==> config.mk <==
export PLATFORM = sky130hd
export DESIGN_NAME = codec_cfg_sched_flat
export DESIGN_NICKNAME = d
export VERILOG_FILES = /design/src/rtl/codec_cfg_sched_pkg.sv /design/src/rtl/codec_cfg_sched_if.sv /design/src/rtl/codec_cfg_sched_boot_rom.sv /design/src/rtl/codec_cfg_sched.sv /design/src/flat_wrapper.sv
export SDC_FILE = /design/constraint.sdc
export NUM_CORES = 1
export LEC_CHECK = 0
export ABC_AREA = 1
export CAP_MARGIN = 20
export CORE_MARGIN = 2
export CORE_UTILIZATION = 41
export DETAILED_ROUTE_END_ITERATION = 10
export PLACE_DENSITY = 0.85
export REMOVE_ABC_BUFFERS = 1
export SYNTH_ARGS = -nofsm -noshare
export SYNTH_HDL_FRONTEND = slang
export SYNTH_SLANG_ARGS = --single-unit
export TNS_END_PERCENT = 5
==> constraint.sdc <==
create_clock -name clk -period 1.45 [get_ports clk]
set_clock_uncertainty 0.1 [all_clocks]
set_input_delay 0.3625 -clock clk [delete_from_list [all_inputs] [get_ports clk]]
set_output_delay 0.3625 -clock clk [all_outputs]
set_load 0.02 [all_outputs]
==> src/rtl/codec_cfg_sched_pkg.sv <==
// Shared types, boot table and frame builder for the codec configuration scheduler.
package codec_cfg_pkg;

  typedef enum logic [2:0] {
    S_BOOT_ISSUE,
    S_BOOT_WAIT,
    S_IDLE,
    S_ISSUE,
    S_WAIT
  } state_t;

  localparam int unsigned N_BOOT = 10;

  // Each entry is {addr[6:0], data[8:0]}.
  localparam logic [15:0] BOOT_TABLE [N_BOOT] = '{
    {7'd0, 9'h097}, {7'd1, 9'h097}, {7'd2, 9'h079}, {7'd3, 9'h079}, {7'd4, 9'h015},
    {7'd5, 9'h000}, {7'd6, 9'h000}, {7'd7, 9'h042}, {7'd8, 9'h019}, {7'd9, 9'h001}
  };

  function automatic logic [23:0] build_frame(input logic [7:0] dev,
                                              input logic [6:0] addr,
                                              input logic [8:0] data);
    return {dev, addr, data};
  endfunction

endpackage

==> src/rtl/codec_cfg_sched_if.sv <==
// Requester and I2C frame-writer signals of the codec configuration scheduler.
interface codec_cfg_sched_if;
  logic        req_a;
  logic        req_b;
  logic [6:0]  addr_a;
  logic [6:0]  addr_b;
  logic [8:0]  data_a;
  logic [8:0]  data_b;
  logic        gnt_a;
  logic        gnt_b;
  logic        frm_start;
  logic [23:0] frm_data;
  logic        frm_busy;
  logic        frm_done;
  logic        frm_nack;

  modport slave (
    input  req_a, req_b, addr_a, addr_b, data_a, data_b, frm_busy, frm_done, frm_nack,
    output gnt_a, gnt_b, frm_start, frm_data
  );

  modport master (
    output req_a, req_b, addr_a, addr_b, data_a, data_b, frm_busy, frm_done, frm_nack,
    input  gnt_a, gnt_b, frm_start, frm_data
  );
endinterface

==> src/rtl/codec_cfg_sched_boot_rom.sv <==
// Combinational codec boot table lookup: index -> register address/data.
module codec_boot_rom
  import codec_cfg_pkg::*;
(
  input  logic [3:0] boot_idx,
  output logic [6:0] addr,
  output logic [8:0] data
);

  logic [15:0] entry;

  always_comb begin
    entry = '0;
    for (int unsigned i = 0; i < N_BOOT; i++) begin
      if (boot_idx == 4'(i)) entry = BOOT_TABLE[i];
    end
    addr = entry[15:9];
    data = entry[8:0];
  end

endmodule

==> src/rtl/codec_cfg_sched.sv <==
// Codec configuration scheduler: boot table replay, then round-robin sharing of
// the I2C frame writer between two requesters with bounded NACK retry.
module codec_cfg_sched
  import codec_cfg_pkg::*;
#(
  parameter logic [7:0]  DEV_ADDR  = 8'h34,
  parameter int unsigned MAX_RETRY = 3
) (
  input  logic              clk,
  input  logic              reset,
  codec_cfg_sched_if.slave  bus,
  output logic              boot_done,
  output logic              busy,
  output logic              err
);

  localparam int unsigned RW = (MAX_RETRY < 1) ? 1 : $clog2(MAX_RETRY + 1);

  state_t        state;
  logic [3:0]    boot_idx;
  logic [RW-1:0] retry_cnt;
  logic          last_b;
  logic          grant_a;
  logic [6:0]    rom_addr;
  logic [8:0]    rom_data;

  codec_boot_rom u_boot_rom (
    .boot_idx (boot_idx),
    .addr     (rom_addr),
    .data     (rom_data)
  );

  always_comb begin
    grant_a = bus.req_a && (!bus.req_b || last_b);
  end

  always_ff @(posedge clk or negedge reset) begin
    if (!reset) begin
      state         <= S_BOOT_ISSUE;
      boot_idx      <= '0;
      retry_cnt     <= '0;
      last_b        <= 1'b1;
      boot_done     <= 1'b0;
      busy          <= 1'b0;
      err           <= 1'b0;
      bus.gnt_a     <= 1'b0;
      bus.gnt_b     <= 1'b0;
      bus.frm_start <= 1'b0;
      bus.frm_data  <= '0;
    end else begin
      bus.gnt_a     <= 1'b0;
      bus.gnt_b     <= 1'b0;
      bus.frm_start <= 1'b0;
      case (state)
        S_BOOT_ISSUE: begin
          busy <= 1'b1;
          if (!bus.frm_busy) begin
            bus.frm_start <= 1'b1;
            bus.frm_data  <= build_frame(DEV_ADDR, rom_addr, rom_data);
            state         <= S_BOOT_WAIT;
          end
        end
        S_ISSUE: begin
          if (!bus.frm_busy) begin
            bus.frm_start <= 1'b1;
            state         <= S_WAIT;
          end
        end
        S_BOOT_WAIT, S_WAIT: begin
          if (bus.frm_done) begin
            if (bus.frm_nack && (retry_cnt < RW'(MAX_RETRY))) begin
              retry_cnt <= retry_cnt + RW'(1);
              state     <= (state == S_BOOT_WAIT) ? S_BOOT_ISSUE : S_ISSUE;
            end else begin
              // A frame dropped after its last retry advances exactly like a success.
              retry_cnt <= '0;
              if (bus.frm_nack) err <= 1'b1;
              if (state == S_WAIT) begin
                state <= S_IDLE;
                busy  <= 1'b0;
              end else if (boot_idx == 4'(N_BOOT - 1)) begin
                boot_done <= 1'b1;
                state     <= S_IDLE;
                busy      <= 1'b0;
              end else begin
                boot_idx <= boot_idx + 4'd1;
                state    <= S_BOOT_ISSUE;
              end
            end
          end
        end
        S_IDLE: begin
          if (boot_done && (bus.req_a || bus.req_b)) begin
            busy  <= 1'b1;
            state <= S_ISSUE;
            if (grant_a) begin
              bus.gnt_a    <= 1'b1;
              last_b       <= 1'b0;
              bus.frm_data <= build_frame(DEV_ADDR, bus.addr_a, bus.data_a);
            end else begin
              bus.gnt_b    <= 1'b1;
              last_b       <= 1'b1;
              bus.frm_data <= build_frame(DEV_ADDR, bus.addr_b, bus.data_b);
            end
          end
        end
        default: state <= S_IDLE;
      endcase
    end
  end

endmodule

==> src/flat_wrapper.sv <==
// flat-port wrapper written by rule: the top's interface ports become plain ports
module codec_cfg_sched_flat import codec_cfg_pkg::*;
#(
  parameter logic [7:0]  DEV_ADDR  = 8'h34,
  parameter int unsigned MAX_RETRY = 3
)
  (clk, reset, boot_done, busy, err, bus_req_a, bus_req_b, bus_addr_a, bus_addr_b, bus_data_a, bus_data_b, bus_frm_busy, bus_frm_done, bus_frm_nack, bus_gnt_a, bus_gnt_b, bus_frm_start, bus_frm_data);
  codec_cfg_sched_if bus_i ();
  input  logic clk;
  input  logic reset;
  output logic boot_done;
  output logic busy;
  output logic err;
  input wire logic [$bits(bus_i.req_a)-1:0] bus_req_a;
  input wire logic [$bits(bus_i.req_b)-1:0] bus_req_b;
  input wire logic [$bits(bus_i.addr_a)-1:0] bus_addr_a;
  input wire logic [$bits(bus_i.addr_b)-1:0] bus_addr_b;
  input wire logic [$bits(bus_i.data_a)-1:0] bus_data_a;
  input wire logic [$bits(bus_i.data_b)-1:0] bus_data_b;
  input wire logic [$bits(bus_i.frm_busy)-1:0] bus_frm_busy;
  input wire logic [$bits(bus_i.frm_done)-1:0] bus_frm_done;
  input wire logic [$bits(bus_i.frm_nack)-1:0] bus_frm_nack;
  output wire logic [$bits(bus_i.gnt_a)-1:0] bus_gnt_a;
  output wire logic [$bits(bus_i.gnt_b)-1:0] bus_gnt_b;
  output wire logic [$bits(bus_i.frm_start)-1:0] bus_frm_start;
  output wire logic [$bits(bus_i.frm_data)-1:0] bus_frm_data;
  assign bus_i.req_a = bus_req_a;
  assign bus_i.req_b = bus_req_b;
  assign bus_i.addr_a = bus_addr_a;
  assign bus_i.addr_b = bus_addr_b;
  assign bus_i.data_a = bus_data_a;
  assign bus_i.data_b = bus_data_b;
  assign bus_i.frm_busy = bus_frm_busy;
  assign bus_i.frm_done = bus_frm_done;
  assign bus_i.frm_nack = bus_frm_nack;
  assign bus_gnt_a = bus_i.gnt_a;
  assign bus_gnt_b = bus_i.gnt_b;
  assign bus_frm_start = bus_i.frm_start;
  assign bus_frm_data = bus_i.frm_data;
  codec_cfg_sched #(.DEV_ADDR(DEV_ADDR), .MAX_RETRY(MAX_RETRY)) u_core (.clk(clk), .reset(reset), .bus(bus_i), .boot_done(boot_done), .busy(busy), .err(err));
endmodule
-- Yosys cells after proc, flatten, opt, wreduce, memory -nomap -nowiden
Cells that the tools add are included.
- logic and storage cells: 94
- input port bits: 39
- output and inout port bits: 30
- register bits: 40
- bitwise operators: 3
- $lt $le $gt $ge: 1
- reductions and logical operators: 20
- eq/ne operators: 19
- multiplexer cells: 38
- add/sub/neg operators: 2
- operators by type and width (operator ; number):
    16-bit two-way mux ; 10
    24-bit two-way mux ; 2
    24-bit one-hot mux with 2 select lines ; 1
    3-bit two-way mux ; 6
    4-bit by 3-bit == test with 1-bit output, second input constant ; 4
    5-bit AND reduction ; 3
    1-bit two-way mux ; 13
    3-bit one-hot mux with 4 select lines ; 1
    4-bit by 2-bit == test with 1-bit output, second input constant ; 2
    4-bit == test, second input constant ; 2
    8-bit two-way mux ; 1
    2-bit inequality test, second input constant ; 4
    4-bit AND reduction ; 2
    3-bit by 2-bit == test with 1-bit output, second input constant ; 2
    2-bit two-way mux ; 3
    4-bit by 1-bit adder with 4-bit output, second input constant ; 1
    4-bit by 1-bit == test with 1-bit output, second input constant ; 1
    4-bit zero test ; 1
    2-bit AND reduction ; 2
    2-bit OR reduction ; 2
    3-bit by 1-bit == test with 1-bit output, second input constant ; 1
    3-bit == test, second input constant ; 1
    1-bit logical AND ; 3
    3-bit zero test ; 1
    other kinds (11) ; 14

-- Logic depth before layout (Yosys ltp)
- depth in word-level cells: 13
- gate-level depth with buffers: 11
- gate-level depth less buffers: 11

-- By module
A second synthesis with hierarchy kept.
- cells, all modules: 326
- area, all modules: 2203.4 um^2
- by module, submodules not included (module ; times used ; seq. area each (um^2) ; area each (um^2) ; cells an instance):
    codec_cfg_sched ; 1 ; 827.0 ; 2052.0 ; 292
    codec_boot_rom ; 1 ; 0.0 ; 151.4 ; 34

-- Worst setup path before layout
Ideal clock, no wire load.
- kind: register to register
- start: register u_core.boot_done
- end: register u_core.bus.frm_data[20]
- slack: -0.012 ns
- library setup time: 0.127 ns
- cell stages (with the launch flop): 7
- period minus slack after synthesis: 1.462 ns
- required time: 1.223 ns
- arrival time: 1.234 ns
- cells stage by stage: dfrtp_1 > o21ai_1 > inv_1 > nand2_2 > o21ai_2 > buf_6 > or2_2
- longest elaborated chain between the ends: 3
- ends and longest elaborated chain (element ; RTL line ; RTL):
    start, declared ; codec_cfg_sched.sv:12 ; output logic boot_done,
    start signal, assigned ; codec_cfg_sched.sv:43 ; boot_done <= 1'b0;
    start signal, assigned ; codec_cfg_sched.sv:82 ; boot_done <= 1'b1;
    1-bit logical AND ; codec_cfg_sched.sv:93 ; if (boot_done && (bus.req_a || bus.req_b)) begin
    2-bit by 1-bit inequality test with 1-bit output (no source line) ; n/a ;
    3-bit AND reduction (no source line) ; n/a ;
    end signal, assigned ; codec_cfg_sched.sv:59 ; bus.frm_data <= build_frame(DEV_ADDR, rom_addr, rom_data);
    end signal, assigned ; codec_cfg_sched.sv:99 ; bus.frm_data <= build_frame(DEV_ADDR, bus.addr_a, bus.data_a);
    end signal, assigned ; codec_cfg_sched.sv:103 ; bus.frm_data <= build_frame(DEV_ADDR, bus.addr_b, bus.data_b);
    end, declared ; codec_cfg_sched_if.sv:19 ; output gnt_a, gnt_b, frm_start, frm_data
Every way passes these cells.
A chain may end at the register's enable or synchronous reset.

-- Worst setup path after layout
- start: register u_core.boot_idx[1]
- end: register u_core.bus.frm_data[9]
- longest elaborated chain between the ends: 12
- elaborated cells on any way between the ends: 20
- those cells by class: 9 x eq/ne; 11 x mux
- ends and longest elaborated chain (element ; RTL line ; RTL):
    start, declared ; codec_cfg_sched.sv:20 ; logic [3:0] boot_idx;
    start signal, assigned ; codec_cfg_sched.sv:86 ; boot_idx <= boot_idx + 4'd1;
    4-bit by 1-bit == test with 1-bit output ; codec_cfg_sched_boot_rom.sv:15 ; if (boot_idx == 4'(i)) entry = BOOT_TABLE[i];
    16-bit two-way mux (8 in series) ; codec_cfg_sched_boot_rom.sv:15 ;
    16-bit two-way mux (*) ; codec_cfg_sched_boot_rom.sv:15 ;
    24-bit two-way mux (*) ; codec_cfg_sched.sv:57 ; if (!bus.frm_busy) begin
    24-bit one-hot mux with 2 select lines (*) ; codec_cfg_sched.sv:54 ; case (state)
Mark *: on every way between the ends. The rest lies on a longest branch, timed or not. The select of a mux whose other input is x is not followed.

==> flow_summary.ini <==
[finish]
diodes = 0
most-common-layout-cells = nand2_1 (58), clkdlybuf4s50_1 (36), buf_4 (33), dfrtp_1 (28), inv_1 (23)
multiInputGateArea_um2 = 1130
nFillCells = 347
final-seq-area_um2 = 832
final_common_cell = nand2_1
drive_above_1_share_pct = 31.6
fin_nets = 419
area_growth_syn_to_layout_pct = 63.4
utilization_pct = 69.7
fin_cells = 443

[timing]
fmax_mhz = 620
rsz0062_at_grt = yes
post-route-period-util_pct = 111
finalHoldViolations = 0
finalMaxSlewViolations = 0
min_period_ns = 1.61
tns_ns = -1.81
setup_viol = 22
setup_slack_ns = -0.162

[power_and_ir_drop]
p_total_mw = 6.71
power.density_nw_per_um2 = 2020
vdd_ir_drop_max_uv = 1230
power.leakage_nw = 1.60

[clocking]
path_clk_slew_ns = 0.08
cts_htree_levels = 2
clock-sinks = 33
clock_latency_ns = 0.29
numCtsBuffers = 5
cts.path.max_buffers = 2
cts_tree = done
cts-root-buf = clkbuf_8

[floorplan]
rows = 25
die-area_um2 = 5530
die_x_um = 74.3
ios = 69
start_util_pct = 42.7
core_um2 = 4750
fp.dieH_um = 74.3

[synthesis]
synth_top_family_by_area = simple AND/OR/NAND/NOR gates
synth_xor_area_share_pct = 1.30
yosys_warnings = 0
synth_edf_count = 0
synth_cell_types = 30
synthMuxAreaShare_pct = 0
synth_adder_area_share_pct = 3.08
async_reset_ff_share_pct = 100
postSynthCellCount = 269
ys.flop_type = dfrtp_1
synth-seq-cells = 33
synth_area_per_cell_um2 = 7.54
ys_seq_area_share_pct = 40.8
syn_area_um2 = 2030
synth_simple_gate_area_share_pct = 26.5
synth_compound_area_share_pct = 16.8

[global_route]
grt_pass1_wl_mm = 8.67
grt_antenna_before_repair = 0
grt-ovfl-total = 0
grt_max_degree = 34
grt_pass1_vias = 2003
track_usage_pct = 20.1

[hold_path]
hold_class = input pin to asynchronous set/reset pin

[critical_path]
endpoint_kind = flop
cp_max_fo = 3
r2r_slack_ns = -0.16
r2r-start = u_core.boot_idx[1]$_DFFE_PN0P_
cp.arrival_ns = 1.73
timing.rr.end = u_core.bus.frm_data[9]$_DFFE_PN0P_
cp.required_ns = 1.57
setup.worst_path.start_class = flop
critical_path_class = flop to flop
ff2ff_path_depth = 12

[routing]
vias = 2189
drt_iter0_drc = 149
vias_per_cell = 4.94
final_antenna_net_count = 0
drt_wl_total_mm = 6.28
wl_per_cell_um = 14.2
drc_errors = 0
drt_first_pass_iters = 4

[place]
hpwlAfterDp_mm = 3.87
pre_cts_slack_ns = -0.442
gp_congestion = 0.943
io_buffers = 63
post-place-cells = 428

[flow_run]
cap_viol_max_count = 0

[outcome]
status = complete, but fails checks
violations = negative setup slack
[layer usage]
metal  routed length [µm]  track usage [%]  up-vias  part of all wire [%]
li1                     -                -     1074                     -
met1                 2530             23.0     1026                    40
met2                 3330             38.0       78                    53
met3                  316             2.98       11                   5.0
met4                  102             7.14        0                   1.6
met5                    0                0        -                     0
[report_power, final]
part	internal [mW]	leakage, nW	total [mW]	switching, mW
clock	0.333	0.0450	0.685	0.352
sequential	1.33	0.396	1.67	0.337
combinational	2.00	1.16	4.36	2.36
[through the flow]
stage                     hold WS (ns)  instance area [µm²]
final                            0.333                 3310
after CTS                        0.349                 3120
after global placement           0.362                 2990
after global routing             0.364                 3310
after floorplan                -0.0331                 1930
after detailed placement         0.361                 2990
[layout make-up]
| class | count | area share [%] |
|---|---|---|
| Multi-Input combinational cell | 194 | 34.1 |
| Timing Repair Buffer | 109 | 31.9 |
| Sequential cell | 33 | 25.1 |
| Inverter | 32 | 3.85 |
| Tap cell | 67 | 2.53 |
| Clock buffer | 6 | 2.19 |
| Clock inverter | 2 | 0.302 |
[how the worst max path moves through the flow]
stage | from | endpoint | slack, ns | cells past startpoint
floorplan | u_core.state[2]$_DFFE_PN0P_ | u_core.bus.frm_data[6]$_DFFE_PN0P_ | -0.22 | 7
global placement | bus_req_b | u_core.bus.frm_data[2]$_DFFE_PN0P_ | -0.36 | 9
detailed placement | bus_req_b | u_core.bus.frm_data[2]$_DFFE_PN0P_ | -0.44 | 9
CTS | u_core.boot_idx[1]$_DFFE_PN0P_ | u_core.bus.frm_data[2]$_DFFE_PN0P_ | -0.14 | 11
global route | u_core.boot_idx[1]$_DFFE_PN0P_ | u_core.bus.frm_data[9]$_DFFE_PN0P_ | -0.27 | 12
finish | u_core.boot_idx[1]$_DFFE_PN0P_ | u_core.bus.frm_data[9]$_DFFE_PN0P_ | -0.16 | 12
[worst max-delay path, stage by stage (launching register included)]
cell and delay [ns]:
dfrtp_1 0.42, inv_2 0.11, ha_4 0.15, buf_6 0.09, buf_6 0.09, nand2_2 0.05
nand2_1 0.05, nand2_1 0.04, nand2_1 0.07, nand2_1 0.07, nand3_1 0.09, nand2_1 0.07
a21oi_2 0.14
[timing repair]
action	in CTS	in global routing
setup endpoints to repair	53	43
pin swaps	0	6
resized for setup	61	56
gates cloned	0	2
hold buffers	0	0
buffers inserted	0	5
[sequential cells by signal (all words and copies together) (netlist names)]
name,cells
u_core.state,3
u_core.boot_done,1
u_core.retry_cnt,2
u_core.bus.frm_start,1
u_core.boot_idx,4
u_core.bus.gnt_b,1
u_core.busy,1
u_core.bus.frm_data,17
u_core.err,1
u_core.last_b,1
u_core.bus.gnt_a,1
[synth_stat cells (5+ instances only)]
library cell	n	area, µm²
nand3_1	17	85.1
a31oi_1	6	37.5
o21ai_0	24	120
a21oi_1	12	60.1
buf_4	9	67.6
dfrtp_1	32	801
inv_1	28	105
nand2_1	64	240
ha_1	5	62.6
nand2_2	6	37.5
nor2_1	26	97.6
[kinds of logic after synthesis]
kind of cell / after synthesis
buffers and inverters: 46
other: 1
AOI/OAI and AO/OA: 57
adders and majority gates: 5
and+or+nand+nor: 124
DFF: 33
xor gates and xnor gates: 3
(Power assumes the default switching activity.)
